--- src/rtl/ttl_bus_pkg.sv ---
// Shared types and constants for the 74173 register-bank bus sequencer.
package ttl_bus_pkg;

   localparam int DEF_NREG = 4;
   localparam int DEF_NREQ = 2;

   typedef enum logic [1:0] {
      IDLE  = 2'd0,
      DRIVE = 2'd1,
      LATCH = 2'd2,
      TURN  = 2'd3
   } bus_state_t;

   // Index width that never collapses to zero bits for a single-entry set.
   function automatic int idx_w(input int n);
      return (n > 1) ? $clog2(n) : 1;
   endfunction

endpackage

--- src/rtl/ttl_bus_sequencer_rr_arbiter.sv ---
// Round-robin arbiter: one-hot grant plus encoded index; priority rotates past each accepted grant.
module rr_arbiter
   import ttl_bus_pkg::*;
#(
   parameter int  N = DEF_NREQ,
   localparam int W = idx_w(N)
) (
   input  logic         clk,
   input  logic         rst,
   input  logic [N-1:0] req,
   input  logic         en,
   input  logic         adv,
   output logic [N-1:0] gnt,
   output logic [W-1:0] gnt_idx
);

   logic [W-1:0] ptr_q;
   logic [W-1:0] ptr_d;
   logic [W-1:0] cand;
   int           sum;

   // Scan from lowest priority to highest so the slot nearest the pointer wins last.
   always_comb begin
      gnt_idx = '0;
      sum     = 0;
      cand    = '0;
      for (int i = N - 1; i >= 0; i--) begin
         sum     = int'(ptr_q) + i;
         cand    = W'((sum >= N) ? sum - N : sum);
         gnt_idx = (en && req[cand]) ? cand : gnt_idx;
      end
      gnt          = '0;
      gnt[gnt_idx] = en && (|req);
      ptr_d        = adv ? W'((int'(gnt_idx) + 1) % N) : ptr_q;
   end

   // Rotation pointer register.
   always_ff @(posedge clk or posedge rst) begin
      if (rst) begin
         ptr_q <= '0;
      end else begin
         ptr_q <= ptr_d;
      end
   end

endmodule

--- src/rtl/ttl_bus_sequencer.sv ---
// Sequences register-to-register moves on a shared tri-state bus: drive, latch, turnaround.
module ttl_bus_sequencer
   import ttl_bus_pkg::*;
#(
   parameter int  NREG = DEF_NREG,
   parameter int  NREQ = DEF_NREQ,
   localparam int IW   = $clog2(NREG),
   localparam int DW   = idx_w(NREQ)
) (
   input  logic                 clk,
   input  logic                 rst,
   input  logic [NREQ-1:0]      req_valid,
   input  logic [NREQ*IW-1:0]   req_src,
   input  logic [NREQ*IW-1:0]   req_dst,
   output logic [NREQ-1:0]      req_ready,
   output logic [NREG-1:0]      reg_oe_n,
   output logic [NREG-1:0]      reg_ld_n,
   output logic                 done,
   output logic                 err,
   output logic [DW-1:0]        done_id,
   output logic                 busy
);

   bus_state_t      state_q, state_d;
   logic [IW-1:0]   src_q, src_d, dst_q, dst_d;
   logic [DW-1:0]   id_q, id_d;
   logic            bad_q, bad_d;
   logic [NREG-1:0] oe_n_q, oe_n_d, ld_n_q, ld_n_d;
   logic            done_q, done_d, err_q, err_d, busy_q, busy_d;
   logic [DW-1:0]   done_id_q, done_id_d;

   logic [DW-1:0]   gnt_idx;
   logic [IW-1:0]   sel_src, sel_dst;
   logic            sel_bad, accept, arb_en;

   assign arb_en  = (state_q == IDLE) || (state_q == TURN);
   assign accept  = |req_ready;
   assign sel_src = req_src[gnt_idx*IW +: IW];
   assign sel_dst = req_dst[gnt_idx*IW +: IW];
   assign sel_bad = (sel_src == sel_dst) || (32'(sel_src) >= 32'(NREG)) || (32'(sel_dst) >= 32'(NREG));

   rr_arbiter #(.N(NREQ)) u_arb (
      .clk     (clk),
      .rst     (rst),
      .req     (req_valid),
      .en      (arb_en),
      .adv     (accept),
      .gnt     (req_ready),
      .gnt_idx (gnt_idx)
   );

   // Next state and capture of the accepted request.
   always_comb begin
      state_d = state_q;
      src_d   = src_q;
      dst_d   = dst_q;
      id_d    = id_q;
      bad_d   = bad_q;
      case (state_q)
         IDLE, TURN: begin
            if (accept) begin
               src_d   = sel_src;
               dst_d   = sel_dst;
               id_d    = gnt_idx;
               bad_d   = sel_bad;
               state_d = sel_bad ? TURN : DRIVE;
            end else begin
               state_d = IDLE;
            end
         end
         DRIVE:   state_d = LATCH;
         LATCH:   state_d = TURN;
         default: state_d = IDLE;
      endcase
   end

   // Outputs decoded from the upcoming state so every pin comes straight off a flop.
   always_comb begin
      oe_n_d    = '1;
      ld_n_d    = '1;
      done_d    = 1'b0;
      err_d     = 1'b0;
      done_id_d = done_id_q;
      busy_d    = (state_d != IDLE);
      case (state_d)
         DRIVE: oe_n_d[src_d] = 1'b0;
         LATCH: begin
            oe_n_d[src_d] = 1'b0;
            ld_n_d[dst_d] = 1'b0;
         end
         TURN: begin
            done_d    = 1'b1;
            err_d     = bad_d;
            done_id_d = id_d;
         end
         default: begin
            busy_d = 1'b0;
         end
      endcase
   end

   // State, capture and output registers; reset releases every enable at once.
   always_ff @(posedge clk or posedge rst) begin
      if (rst) begin
         state_q   <= IDLE;
         src_q     <= '0;
         dst_q     <= '0;
         id_q      <= '0;
         bad_q     <= 1'b0;
         oe_n_q    <= '1;
         ld_n_q    <= '1;
         done_q    <= 1'b0;
         err_q     <= 1'b0;
         done_id_q <= '0;
         busy_q    <= 1'b0;
      end else begin
         state_q   <= state_d;
         src_q     <= src_d;
         dst_q     <= dst_d;
         id_q      <= id_d;
         bad_q     <= bad_d;
         oe_n_q    <= oe_n_d;
         ld_n_q    <= ld_n_d;
         done_q    <= done_d;
         err_q     <= err_d;
         done_id_q <= done_id_d;
         busy_q    <= busy_d;
      end
   end

   assign reg_oe_n = oe_n_q;
   assign reg_ld_n = ld_n_q;
   assign done     = done_q;
   assign err      = err_q;
   assign done_id  = done_id_q;
   assign busy     = busy_q;

endmodule

--- config.mk ---
export PLATFORM = sky130hd
export DESIGN_NAME = ttl_bus_sequencer
export DESIGN_NICKNAME = d
export VERILOG_FILES = /design/src/rtl/ttl_bus_pkg.sv /design/src/rtl/ttl_bus_sequencer_rr_arbiter.sv /design/src/rtl/ttl_bus_sequencer.sv
export SDC_FILE = /design/constraint.sdc
export NUM_CORES = 1
export LEC_CHECK = 0
export ABC_AREA = 1
export CAP_MARGIN = 15
export CORE_ASPECT_RATIO = 1.4
export CORE_MARGIN = 10
export CORE_UTILIZATION = 41
export DETAILED_ROUTE_END_ITERATION = 10
export GPL_TIMING_DRIVEN = 0
export HOLD_SLACK_MARGIN = 0.12
export PLACE_DENSITY_LB_ADDON = 0.3
export SLEW_MARGIN = 20
export SYNTH_ARGS = -nofsm -noshare
export SYNTH_HDL_FRONTEND = slang
export SYNTH_SLANG_ARGS = --single-unit
--- constraint.sdc ---
create_clock -name clk -period 1.85 [get_ports clk]
set_input_delay 0.2775 -clock clk [delete_from_list [all_inputs] [get_ports clk]]
set_output_delay 0.2775 -clock clk [all_outputs]
set_load 0.05 [all_outputs]
==> results <==
- The flow ran to the end, but the final reports show violations.
- The final reports fail on negative setup slack.
- The endpoint type of the worst setup path is a flip-flop.
- Grouping stages by cell kind, the critical path spends the most delay in simple AND/OR/NAND/NOR gates.
- The biggest cell delay along the critical path is 0.43 ns.
- The end of the worst register-to-register path is reg_oe_n[1].
- The share of cell area taken by muxes after synthesis is 0.
- The detailed-route wire length per cell is 14.4 um.
- The post-synthesis area per instance is 9.46 um^2.
- The global routing stage identified its most utilized layer as met2.
- The commonest non-fill, non-tap cell in the layout is buf_4.
- The final number of max-transition violations is 0.
- Setup violations remaining at the end of the flow were counted as 5.
- The overall die width is 61.6 um.
- The repair_antennas step left the layout with diodes totalling 0.
- The peak clock frequency supported by timing is 520 MHz.
- The number of remaining DRC errors is 0.
- The critical path is of the flip-flop to flip-flop type.
- The CTS tree is done.
- The maximum fanout along the worst path is 8.
- The net count of the finished layout is 173.
- The share of the synthesized area in the top cell type is 0.327.
- The first routing iteration left 18 violations.
- The global-route track usage on met1 is 0.0972.
- Of the total synthesized cell area, the portion taken by full adders, half adders and majority gates is 0.0630.
- The final weighted congestion of routability-driven global placement is 0.735.
- Of the cells placed in the final design, the portion with a size suffix greater than 1 is 0.477.
- The signed area change from the synthesized netlist to the final layout is 62.8%.
- Fill cells in the final layout number 172.
- The tree built by TritonCTS fans out to 21 sinks.
- The number of violations of the max-capacitance limit is 0.
- The dominant combinational cell family by area after synthesis is simple AND/OR/NAND/NOR gates.
- The cell with the biggest individual delay on the critical path is dfrtp_1.
- The worst register-to-register path begins at state_q[1].
- The worst clock skew is 0.000726 ns.
- The HPWL after detailed placement is 1570 um.
- During I/O placement, the number of pins put on the boundary was 26.
- The count of synthesis-stage warnings from yosys is 0.
- The cts-stage hold buffer count is 0.
- The via count of the first global-routing pass is 909.
- In the layout the commonest cells are 20 x buf_4, 16 x inv_1, 15 x clkdlybuf4s50_1, 13 x nand2_1, 13 x dfrtp_1.
- The insertion delay of the later-clocked pin in the worst-skew pair is 0.30 ns.
- The basic-gate share of the synthesized area counting and, or, nand and nor cells is 0.243.
- The critical path runs through a total of 12 cells.
- In the global route stage, overall resource usage came out at 0.104.
- The number of antenna violations at the first check in global routing is 0.
- The floorplan step defined a die boundary enclosing 4820 um^2.
- Walking the worst path, the cells encountered are ha_4 -> nand2_8 -> clkinv_8 -> nand3b_1 -> nand2_2 -> nand2_1 -> nand2_2 -> nand3_4 -> nand2_4 -> inv_2 -> ha_4 -> nand3_2.
- CTS built an H-tree with a depth of 1.
- The worst hold path belongs to the class primary input to asynchronous set/reset pin.
- Of the synthesized area, sequential elements account for 0.539.
- The floorplan has 21 rows.
- The routing usage on met2 is 0.191.
- The via-per-instance ratio is 5.02.
- The cell count after synthesis came out at 105.
- The number of buffers created by CTS is 3.
- Prior to clock tree synthesis, the placed netlist has a worst setup slack of -0.443 ns.
- The met3 usage is 0.0209.
- The pre-antenna-repair detailed-routing pass consisted of 4 iterations.
- The clock transition at the register clock pins on the worst setup and hold paths after CTS is 0.11 ns.
- The total via count after detailed routing is 894.
- The number of hold violations in the final report is 0.
- The count of buffers from port buffering is 25.
- For the pin with the worst max-slew slack, the measured transition is 0.774 ns.
- For this configuration, the core starts out at a cell density of 0.420.
- The final worst slack is -0.0749 ns.
- For this run the aggregate overflow at the end of global routing stands at 0.
- After layout, the minimum clock period comes to 1.92 ns.
- Counting along the longest clock path gives a buffer depth of 2.
- STA puts the critical path data required time at 2.08 ns.
- Of the total synthesized cell area, the portion taken by XOR and XNOR cells is 0.
- The vertical extent of the die is 78.2 um.
- Dividing the final minimum period by the clock period gives 1.04.
- The first global-routing pass estimated 3810 um of wire.
- The post-synthesis compound-gate area fraction is 0.0516.
- The core area is 2360 um^2.
- The post-detailed-route count of antenna-violating nets is 0.
- Summed over all layers, the routed wires come to 2570 um.
- The setup slack of the most critical reg-to-reg path is -0.07 ns.
- The nature of the critical path startpoint is a flip-flop.
- Yosys attributes the largest share of cell area to dfrtp_1 33%, dfstp_2 21%, nand2_1 8.7%.
- The mapped cell area is 993 um^2.
- Measured in cells, the most critical reg-to-reg path has a length of 12.
- Synthesis inferred 21 register bits.
- Setup repair after global routing could not meet its margin everywhere.
- Yosys mapped the design onto 20 distinct sky130hd cell types.
- Counting both buffers and inverters, the worst setup path holds a total of 2.
- Summed over all instances, the cell type with the most area after synthesis is dfrtp_1.
- Entering global routing, the biggest net connects 22 pins.
- The net count after synthesis is 122.
- The data arrival time of the worst path is 2.16 ns.
- Measured against its own limit, the worst slew margin works out to 0.484.
- The CTS root buffer is clkbuf_4.
==> metrics by stage <==
step | hold WS, ns | instance area [um^2] | TNS [ns] | cells | util
final | 0.409 | 1620 | -0.326 | 178 | 0.684
after global routing | 0.460 | 1620 | -1.20 | 178 | 0.684
after detailed placement | 0.488 | 1290 | -2.27 | 153 | 0.544
after CTS | 0.434 | 1520 | -0.272 | 173 | 0.642
after global placement | 0.448 | 1290 | -1.92 | 153 | 0.544
after floorplan | 0.248 | 1010 | 0 | 105 | -
==> state kept, by name, summed over array words and instances (netlist names) <==
register and count:
bad_q 1, busy 1, done 1, done_id 1, dst_q 2, err 1, id_q 1, reg_ld_n 4
reg_oe_n 4, src_q 2, state_q 2, u_arb.ptr_q 1
==> layer usage <==
layer  vias up  part of all wire
met4         0             0.025
met1       427              0.37
li1        429                 -
met5         -                 0
met3         6             0.047
met2        32              0.55
==> Yosys cell counts <==
library cell / count
inv_1: 18
nor2_1: 1
nand3_1: 13
inv_2: 4
nand3_2: 3
dfstp_2: 8
a21oi_2: 1
buf_6: 1
a21oi_1: 1
nand2_4: 1
dfrtp_1: 13
o21ai_2: 3
nand2_2: 5
clkinv_4: 1
o21ai_0: 1
nand3b_1: 1
ha_1: 5
nand2_1: 23
a31oi_1: 1
nand4_1: 1
==> logic make-up after synthesis <==
| family | Yosys count |
|---|---|
| fa+ha+maj | 5 |
| buf+inv | 24 |
| flops | 21 |
| compound gates | 7 |
| simple gates | 48 |
==> final cells by class <==
class                      instances  area, um^2  share of cell area
buffer                             1        15.0             0.00928
clock buffer                       4        26.3              0.0162
inverter                          23        98.8              0.0611
multi-input combinational         61         520               0.322
sequential                        21         536               0.331
tap                               23        28.8              0.0178
timing repair buffer              45         393               0.243
==> worst reg2reg max path, delay by kind of cell, from the launching register on <==
family / cells / cell delay (ns)
and+or+nand+nor: 8 / 0.67
adders and majority gates: 2 / 0.63
DFF: 1 / 0.43
buffers and inverters: 2 / 0.13
==> how the worst max path moves through the flow <==
| stage | start | end | slack [ns] |
|---|---|---|---|
| 2_1_floorplan | state_q[0] | reg_oe_n[1] | 0.005 |
| 3_3_place_gp | req_valid[0] | req_ready[0] | -0.43 |
| 3_5_place_dp | req_valid[0] | req_ready[0] | -0.44 |
| 4_1_cts | state_q[1] | req_ready[0] | -0.06 |
| 5_1_grt | state_q[1] | reg_oe_n[1] | -0.17 |
| 6_report | state_q[1] | reg_oe_n[1] | -0.07 |
==> timing repair <==
item                                    CTS  global route
resized for setup                        42            12
endpoints found under the hold margin     0             0
buffers inserted                         15             5
endpoints found under the setup margin   16            13
pin swaps                                11             6
gates cloned                              1             0
Power is left out: the tool's default activity adds up to more than one toggle a clock period on the data nets, which glitch-free logic cannot reach.
